==> config.mk <==
export PLATFORM = sky130hd
export DESIGN_NAME = param_counter
export DESIGN_NICKNAME = d
export VERILOG_FILES = /design/src/rtl/counter_pkg.sv /design/src/rtl/param_counter.sv
export SDC_FILE = /design/constraint.sdc
export NUM_CORES = 1
export LEC_CHECK = 0
export CELL_PAD_IN_SITES_DETAIL_PLACEMENT = 1
export CELL_PAD_IN_SITES_GLOBAL_PLACEMENT = 1
export CORE_MARGIN = 5
export CORE_UTILIZATION = 28
export DETAILED_ROUTE_END_ITERATION = 7
export GPL_TIMING_DRIVEN = 0
export PLACE_DENSITY_LB_ADDON = 0.3
export SLEW_MARGIN = 20
export SYNTH_ARGS = -nofsm -noshare
export SYNTH_HDL_FRONTEND = slang
export SYNTH_SLANG_ARGS = --single-unit
==> constraint.sdc <==
create_clock -name clk -period 1.61 [get_ports clk]
set_input_delay 0.483 -clock clk [delete_from_list [all_inputs] [get_ports clk]]
set_output_delay 0.483 -clock clk [all_outputs]
set_load 0.005 [all_outputs]
==> src/rtl/counter_pkg.sv <==
// Shared types and next-value arithmetic for the parametrised event/timing counter.
// All arithmetic is CNT_MAX_WIDTH+1 bits wide so MAX_VAL = 2**WIDTH-1 never wraps silently.
package counter_pkg;

  localparam int unsigned CNT_MAX_WIDTH = 32;

  typedef enum logic {CNT_WRAP, CNT_SAT} cnt_mode_e;

  typedef logic [CNT_MAX_WIDTH:0] cnt_ext_t;

  typedef struct packed {
    cnt_ext_t value;
    logic     boundary;
  } cnt_step_t;

  localparam cnt_ext_t CNT_ONE = cnt_ext_t'(1);

  function automatic cnt_ext_t cnt_clamp(input cnt_ext_t val, input cnt_ext_t max);
    return (val > max) ? max : val;
  endfunction

  // One enabled step; boundary marks a step attempted at the bound in the current direction.
  function automatic cnt_step_t cnt_step(input cnt_ext_t cur, input cnt_ext_t max,
                                         input logic up, input cnt_mode_e mode);
    cnt_step_t r;
    r.boundary = up ? (cur == max) : (cur == '0);
    if (!r.boundary)        r.value = up ? (cur + CNT_ONE) : (cur - CNT_ONE);
    else if (mode == CNT_SAT) r.value = cur;
    else                    r.value = up ? '0 : max;
    return r;
  endfunction

endpackage

==> src/rtl/param_counter.sv <==
// Parametrised up/down counter with load, enable, wrap/saturate, tc pulse and sticky ovf.
// Successor to the fixed 4-bit free-running counter.
module param_counter
  import counter_pkg::*;
#(
  parameter int unsigned     WIDTH    = 4,
  parameter longint unsigned MAX_VAL  = (64'd1 << WIDTH) - 64'd1,
  parameter bit              SATURATE = 1'b0
) (
  input  logic             clk,
  input  logic             rst,
  input  logic             en,
  input  logic             up_dn,
  input  logic             load,
  input  logic [WIDTH-1:0] load_val,
  input  logic             clr_ovf,
  output logic [WIDTH-1:0] count,
  output logic             tc,
  output logic             ovf
);

  localparam longint unsigned RANGE_TOP = (64'd1 << WIDTH) - 64'd1;
  localparam cnt_mode_e       MODE      = SATURATE ? CNT_SAT : CNT_WRAP;
  localparam cnt_ext_t        MAX_EXT   = MAX_VAL[CNT_MAX_WIDTH:0];

  if (WIDTH < 1 || WIDTH > CNT_MAX_WIDTH) begin : g_bad_width
    $fatal(1, "param_counter: WIDTH must be 1..32");
  end
  if (MAX_VAL == 0 || MAX_VAL > RANGE_TOP) begin : g_bad_max
    $fatal(1, "param_counter: MAX_VAL must satisfy 1 <= MAX_VAL <= 2**WIDTH-1");
  end

  cnt_ext_t         cur_ext;
  cnt_ext_t         load_ext;
  cnt_ext_t         load_clamped;
  cnt_step_t        step;
  logic [WIDTH-1:0] count_next;
  logic             tc_next;
  logic             ovf_next;

  always_comb begin
    cur_ext               = '0;
    cur_ext[WIDTH-1:0]    = count;
    load_ext              = '0;
    load_ext[WIDTH-1:0]   = load_val;
    load_clamped          = cnt_clamp(load_ext, MAX_EXT);
    step                  = cnt_step(cur_ext, MAX_EXT, up_dn, MODE);
    count_next            = count;
    tc_next               = 1'b0;
    ovf_next              = ovf & ~clr_ovf;
    if (load) begin
      count_next = load_clamped[WIDTH-1:0];
    end else if (en) begin
      count_next = step.value[WIDTH-1:0];
      // A boundary set beats a same-edge clear.
      if (step.boundary) begin
        tc_next  = 1'b1;
        ovf_next = 1'b1;
      end
    end
  end

  always_ff @(posedge clk) begin
    if (rst) begin
      count <= '0;
      tc    <= 1'b0;
      ovf   <= 1'b0;
    end else begin
      count <= count_next;
      tc    <= tc_next;
      ovf   <= ovf_next;
    end
  end

endmodule

Yosys cells after proc, flatten, opt, wreduce, memory -nomap -nowiden
Index checks and enable logic that the tools add are counted.
{"block": "totals", "ff_bits": 6, "input_bits": 10, "out_inout_bits": 6, "wordCells": 22}
{"block": "op_classes", "add_sub_neg": 2, "eq_ne": 1, "mux": 10, "n_bitwise": 3, "reduce_logical": 3}
{"operator": "$mux W4", "count": 5}
{"operator": "$mux W1", "count": 5}
{"operator": "$add A4 B1 Y4 const B", "count": 1}
{"operator": "$eq A4 B4 Y1 const B", "count": 1}
{"operator": "$logic_not A4 Y1", "count": 1}
{"operator": "$sub A4 B1 Y4 const B", "count": 1}
{"operator": "$reduce_or A3 Y1", "count": 1}
{"operator": "$not A1 Y1", "count": 2}
{"operator": "$reduce_bool A2 Y1", "count": 1}
{"operator": "$and A1 B1 Y1", "count": 1}

Longest topological paths before layout
Gate-level depths: netlist (run 1).
{"block": "logic_depth", "word_depth": 5, "mapped_depth": 6, "depth_no_buf": 6}

Worst setup path after synthesis (run 1)
No wires, ideal clock.
{"block": "synth_path", "path_type": "input-to-reg", "startpoint": "in up_dn", "endpoint": "reg count[1]", "setup_time_ns": 0.115, "arrival_ns": 1.409, "required_time_ns": 1.495, "path_slack_ns": 0.086, "stages": 5, "n_path_buf": 0, "cell_sequence": "inv_1 > fa_1 > o21ai_0 > o22ai_1 > o21a_1"}
{"block": "synth_between", "elab_chain_len": 4, "word_cells_on_any_way": 6, "classes_between": "6 x mux"}
{"element": "from (decl)", "line": "param_counter.sv:13", "rtl": "input logic up_dn,"}
{"element": "$mux W4 (tied with other cells)", "line": "counter_pkg.sv:27", "rtl": "if (!r.boundary) r.value = up ? (cur + CNT_ONE) : (cur - CNT_ONE);"}
{"element": "$mux W4 (*)", "line": "counter_pkg.sv:27"}
{"element": "$mux W4 (*)", "line": "param_counter.sv:53", "rtl": "end else if (en) begin"}
{"element": "$mux W4 (*)", "line": "param_counter.sv:51", "rtl": "if (load) begin"}
{"element": "to (signal assigned)", "line": "param_counter.sv:69", "rtl": "count <= count_next;"}
{"element": "to (decl)", "line": "param_counter.sv:17", "rtl": "output logic [WIDTH-1:0] count,"}
Mark *: on every way between the ends. The rest lies on a longest branch, timed or not. The select of a mux whose other input is x is not followed.
A chain may end at the register's enable or synchronous reset.

Final worst setup path (run 1)
{"block": "layout_path", "startpoint": "reg ovf", "endpoint": "out ovf"}
{"element": "from (decl)", "line": "param_counter.sv:19", "rtl": "output logic ovf"}
{"element": "from (signal assigned)", "line": "param_counter.sv:71", "rtl": "ovf <= ovf_next;"}
No word-level cell between the ends.

==> results.tsv, run 1 <==
metric	value	unit
pwr-share-seq	37.3	%
rows	13	
netlist_instances	48	
grt-ovfl-total	0	
io_pins	16	
syn-cell-area	402	um^2
grt_pass1_vias	425	
max_freq	640	MHz
rrSetupSlack	0.10	ns
min_to	ovf	
tightest_slew	0.331	ns
period_share	97.1	%
switching_share	29.4	%
num_vias	416	
clk_latency	0.25	ns
cts_made_buffers	3	
tritoncts	done	
crit_path_start_kind	flip-flop	
combPwrFrac	31.4	%
syn-num-nets	61	
yosysWarnings	0	
grt_antenna_before_repair	0	
hold_class	reg2reg	
setup_violations	0	
ir_drop	496	uV
fp.dieArea	0.00229	mm^2
root_buffer	clkbuf_4	
p_switching	136	uW
wl_met3	107	um
cp.required	1.13	ns
crit_slowest_cell	clkdlybuf4s50_1	
place_congestion	0.699	
final_net_count	81	
dp_hpwl	844	um
rsz0062_at_grt	false	
cts_buffer_depth	2	
cts.reportedPaths.clkPinSlew	0.05	ns
initial_core_util	30.1	%
min_period	1.56	ns
setup-tns-final	0	ns
timing.critical_path.buf_inv	1	
highest-signal-layer	met3	
drv_slew	0	
clkSinkCount	6	
ys_types	24	
powerDensity	759	mW/mm^2
crit_arrival	1.08	ns
final_cell_mix	9 x clkdlybuf4s50_1, 5 x nor2_1, 5 x a21oi_1	
clkPwrFrac	31.3	%
path_max_fanout	2	
finalWirelength	1110	um
portBuffers	14	
critPathMaxStageDelay	0.51	ns
wl_per_cell	13.7	um
holdBufCountCts	0	
die_w	47.9	um
outcome	finished clean	
die_h	47.9	um
dr_wl_met2	550	um
final_common_cell	clkdlybuf4s50_1	
drt-met1-wl	450	um
diodes	0	
global_route.usage.total	11.7	%
hold_ws	0.477	ns
avgSynthCellArea	8.37	um^2
core	0.00133	mm^2
vias_per_cell	5.14	
p_leak	0.262	nW
path_delay_family	buffers and inverters	
intPower	327	uW
cp-end-kind	primary output	
synth-seq-cells	6	
hold_depth	2	
path_class	reg2out	
finalHoldViolations	0	
crit_chain	clkdlybuf4s50_1	
remaining_drc_errors	0	
finClkSkew	0.00284	ns
hp-start	ovf	
timing.slew.headroom	77.7	%
grt_max_degree	10	
yosysSeqAreaShare	29.9	%
grt_pass1_wl	1790	um
area_delta_synth_final	52.0	%
rr_worst_depth	5	
r2r_start	count[0]	
final_antenna_net_count	0	
htreeDepth	1	
drt_iter0_markers	3	
drive_above_1_share	21.2	%
r2r_end	count[1]	
drt_pass1_iterations	4	
cap_viol_max_count	0	
[power groups by stage]
stage / Combinational (mW) / Sequential [mW] / Clock (mW)
floorplan: 0.0802 / 0.177 / 0
global route: 0.161 / 0.175 / 0.158
CTS: 0.144 / 0.174 / 0.153
finish: 0.145 / 0.173 / 0.145
global placement: 0.138 / 0.179 / 0
detailed placement: 0.139 / 0.180 / 0
[metrics by stage]
step,setup slack [ns],cells,instance area [um^2],util [%],power [mW]
detailed placement,-0.617,77,561,42.0,0.319
finish,0.0471,81,611,45.8,0.463
global route,0.00513,81,611,45.8,0.494
floorplan,0.0860,48,402,-,0.257
global placement,-0.611,77,561,42.0,0.318
CTS,0.00487,81,602,45.1,0.470
[cells by family after synthesis]
| group | after synthesis | share of synthesized area, % |
|---|---|---|
| flops | 6 | 29.9 |
| compound gates | 16 | 24.9 |
| simple gates | 14 | 20.2 |
| buf+inv | 5 | 4.98 |
| fa+ha+maj | 3 | 11.2 |
| xor+xnor | 4 | 8.72 |
[per-layer routing]
metal  GRT usage (%)  up-vias
met5               0        -
met4            1.61        0
met3            7.14        0
met2            21.1       14
met1            11.7      197
li1                -      205
[worst max-delay path by stage]
| stage | end | start | slack (ns) | cells after the start |
|---|---|---|---|---|
| 6_report | ovf | ovf | 0.05 | 1 |
| 5_1_grt | ovf | ovf | 0.005 | 1 |
| 4_1_cts | count[1] | up_dn | 0.005 | 6 |
| 3_5_place_dp | count[1] | up_dn | -0.62 | 6 |
| 3_3_place_gp | count[1] | up_dn | -0.61 | 6 |
| 2_1_floorplan | count[1] | up_dn | 0.09 | 5 |
[flip-flops by register name, indices dropped and copies added (netlist names)]
signal	flops
tc	1
count	4
ovf	1
[area by class of cell]
| class | count | area (um^2) |
|---|---|---|
| Multi-Input combinational cell | 37 | 265 |
| Inverter | 4 | 15.0 |
| Timing Repair Buffer | 15 | 151 |
| Sequential cell | 6 | 133 |
| Clock buffer | 3 | 22.5 |
| Fill cell | 167 | 723 |
| Buffer | 1 | 5.00 |
| Tap cell | 15 | 18.8 |
[synthesized netlist by cell type, drive strengths merged]
master	count	area share, %
a21oi	7	9.7
dfxtp	6	30
nor2	5	4.7
inv	4	3.7
xnor2	3	6.5
ha	2	6.2
nand2b	2	3.1
nor3b	2	3.7
o21a	2	3.7
o21ai	2	2.5
o22ai	2	3.1
a21o	1	1.9
and2	1	1.6
buf	1	1.2
fa	1	5.0
nand2	1	0.93
nand4	1	1.6
nor2b	1	1.6
nor4	1	3.1
o22a	1	2.2
o31ai	1	1.9
xor2	1	2.2
[repair_timing]
| action | 4_1_cts | 5_1_grt |
|---|---|---|
| setup buffers | 1 | 0 |
| gates resized for setup | 12 | 5 |
| endpoints found under the setup margin | 7 | 3 |
| pin swaps | 0 | 2 |
(Power assumes the default switching activity.)
==> inputs of run 2 (changes only) <==
--- a/config.mk
+++ b/config.mk
@@ -8,7 +8,7 @@
 export CELL_PAD_IN_SITES_DETAIL_PLACEMENT = 1
 export CELL_PAD_IN_SITES_GLOBAL_PLACEMENT = 1
 export CORE_MARGIN = 5
-export CORE_UTILIZATION = 28
+export CORE_UTILIZATION = 30
 export DETAILED_ROUTE_END_ITERATION = 7
 export GPL_TIMING_DRIVEN = 0
 export PLACE_DENSITY_LB_ADDON = 0.3
==> constraint.sdc (replaced) <==
create_clock -name clk -period 1.8 [get_ports clk]
set_input_delay 0.54 -clock clk [delete_from_list [all_inputs] [get_ports clk]]
set_output_delay 0.54 -clock clk [all_outputs]
set_load 0.005 [all_outputs]
==> run 2 against run 1 <==
Via count decreased by 7.2%. Critical endpoint is now count[0]. Cell area decreased by 4.9%. Total power decreased by 13%. Largest power group unchanged. Highest routed layer is now met4. Utilization decreased by 0.60 points. Routed wire length decreased by 14%. Clock-buffer cell count unchanged. Combinational power decreased by 15%. Clock power decreased by 15%. Critical path depth unchanged. Sequential share of layout area decreased by 0.60 points. Global-route usage decreased by 0.31 points.
==> results.tsv, run 2 (synthesis gave the netlist of run 1 again) <==
metric	value	unit	change
rr_worst_depth	4		was 5
portBuffers	14		unchanged
timing.critical_path.buf_inv	1		unchanged
crit_path_start_kind	flip-flop		unchanged
path_delay_family	buffers and inverters		unchanged
num_vias	386		was 416
dp_hpwl	785	um	was 844 um
drive_above_1_share	15.4	%	was 21.2%
cts_buffer_depth	2		unchanged
finClkSkew	0.00312	ns	was 0.00284 ns
vias_per_cell	4.83		was 5.14
min_period	1.72	ns	
finalInstanceArea	581	um^2	was 611 um^2
cp.required	1.26	ns	was 1.13 ns
drt_pass1_iterations	3		was 4
place_congestion	0.744		was 0.699
grt_antenna_before_repair	0		unchanged
drt_iter0_markers	4		was 3
grt_pass1_wl	1610	um	was 1790 um
finalWirelength	949	um	was 1110 um
top_regs	count: 4 flops, ovf: 1 flops, tc: 1 flops		unchanged
setup_violations	0		unchanged
grt_pass1_vias	396		was 425
htreeDepth	1		unchanged
r2r_start	count[0]		unchanged
clk_latency	0.24	ns	was 0.25 ns
grt-ovfl-total	0		unchanged
path_class	reg2out		unchanged
crit_slowest_cell	clkdlybuf4s50_1		unchanged
r2r_end	count[1]		unchanged
final_antenna_net_count	0		unchanged
fp.dieArea	0.00217	mm^2	was 0.00229 mm^2
die_h	46.6	um	was 47.9 um
rows	13		unchanged
cts_made_buffers	3		unchanged
io_pins	16		unchanged
final_common_cell	clkdlybuf4s50_1		unchanged
core	0.00128	mm^2	was 0.00133 mm^2
regMostFlops	count		unchanged
ir_drop	469	uV	was 496 uV
grt_max_degree	10		unchanged
hp-start	ovf		unchanged
critPathMaxStageDelay	0.53	ns	was 0.51 ns
finalHoldViolations	0		unchanged
cp.depth	1		unchanged
hold_class	reg2reg		unchanged
final_cell_mix	13 x clkdlybuf4s50_1, 6 x a21oi_1, 5 x nor2_1		was 9 x clkdlybuf4s50_1, 5 x nor2_1, 5 x a21oi_1
placement.cell_area	561	um^2	unchanged
min_to	ovf		unchanged
drv_slew	0		unchanged
tritoncts	done		unchanged
p_leak	0.225	nW	was 0.262 nW
rrSetupSlack	0.40	ns	was 0.10 ns
final_net_count	80		was 81
crit_chain	clkdlybuf4s50_1		unchanged
max_freq	583	MHz	
wl_per_cell	11.9	um	was 13.7 um
cts.reportedPaths.clkPinSlew	0.05	ns	about the same
cap_viol_max_count	0		unchanged
tightest_slew	0.305	ns	was 0.331 ns
path_max_fanout	6		was 2
postCtsSetupRepairBufs	0		was 1
clkSinkCount	6		unchanged
area_delta_synth_final	44.5	%	was 52.0%
hold_depth	2		unchanged
powerDensity	697	mW/mm^2	was 759 mW/mm^2
die_w	46.6	um	was 47.9 um
diodes	0		unchanged
outcome	finished clean		unchanged
crit_arrival	1.18	ns	was 1.08 ns
root_buffer	clkbuf_4		unchanged
remaining_drc_errors	0		unchanged
rsz0062_at_grt	false		unchanged
largest_reg_flops	4		unchanged
timing.slew.headroom	79.5	%	was 77.7%
global_route.usage.total	11.4	%	was 11.7%
cp-end-kind	primary output		unchanged
setup-tns-final	0	ns	unchanged
initial_core_util	31.3	%	was 30.1%
period_share	95.3	%	
[run 2: power by group]
group          leakage (nW)  switching, mW  internal, mW
sequential           0.0500         0.0142         0.144
combinational         0.161         0.0508        0.0724
clock                0.0138         0.0478        0.0754
total                 0.225          0.113         0.292
[run 2: per-stage QoR]
stage	hold slack, ns	util (%)	setup slack (ns)	cells	total power [mW]
after floorplan	0.460	-	0.219	48	0.230
after global placement	0.466	43.6	-0.455	77	0.283
after detailed placement	0.495	43.6	-0.465	77	0.285
after CTS	0.502	45.4	0.0157	80	0.412
after global routing	0.504	45.2	0.0211	80	0.440
final	0.490	45.2	0.0842	80	0.405
[run 2: final cells by class]
type / count / area (um^2)
Multi-Input combinational cell: 37 / 262
Sequential cell: 6 / 123
Fill cell: 162 / 704
Timing Repair Buffer: 14 / 135
Clock buffer: 3 / 22.5
Buffer: 1 / 5.00
Tap cell: 15 / 18.8
Inverter: 4 / 15.0
[run 2: what timing repair did]
item,CTS,global route
setup endpoints to repair,4,3
gates resized for setup,2,4
hold buffers,0,0
pin swaps,0,1
[run 2: per-layer routing]
layer	global-route usage, %	wire length [um]	vias to the layer above	share of wire, %
met1	11.4	381	169	40
met5	0	0	-	0
met2	18.4	464	12	49
li1	-	-	203	-
met3	7.42	94	2	9.9
met4	5.11	9	0	0.95
[run 2: worst max-delay path by stage]
| stage | from | end | slack, ns |
|---|---|---|---|
| floorplan | up_dn | count[1] | 0.22 |
| global route | count[0] | count[0] | 0.02 |
| global placement | up_dn | count[1] | -0.45 |
| finish | count[0] | count[0] | 0.08 |
| CTS | count[1] | count[1] | 0.02 |
| detailed placement | up_dn | count[1] | -0.46 |
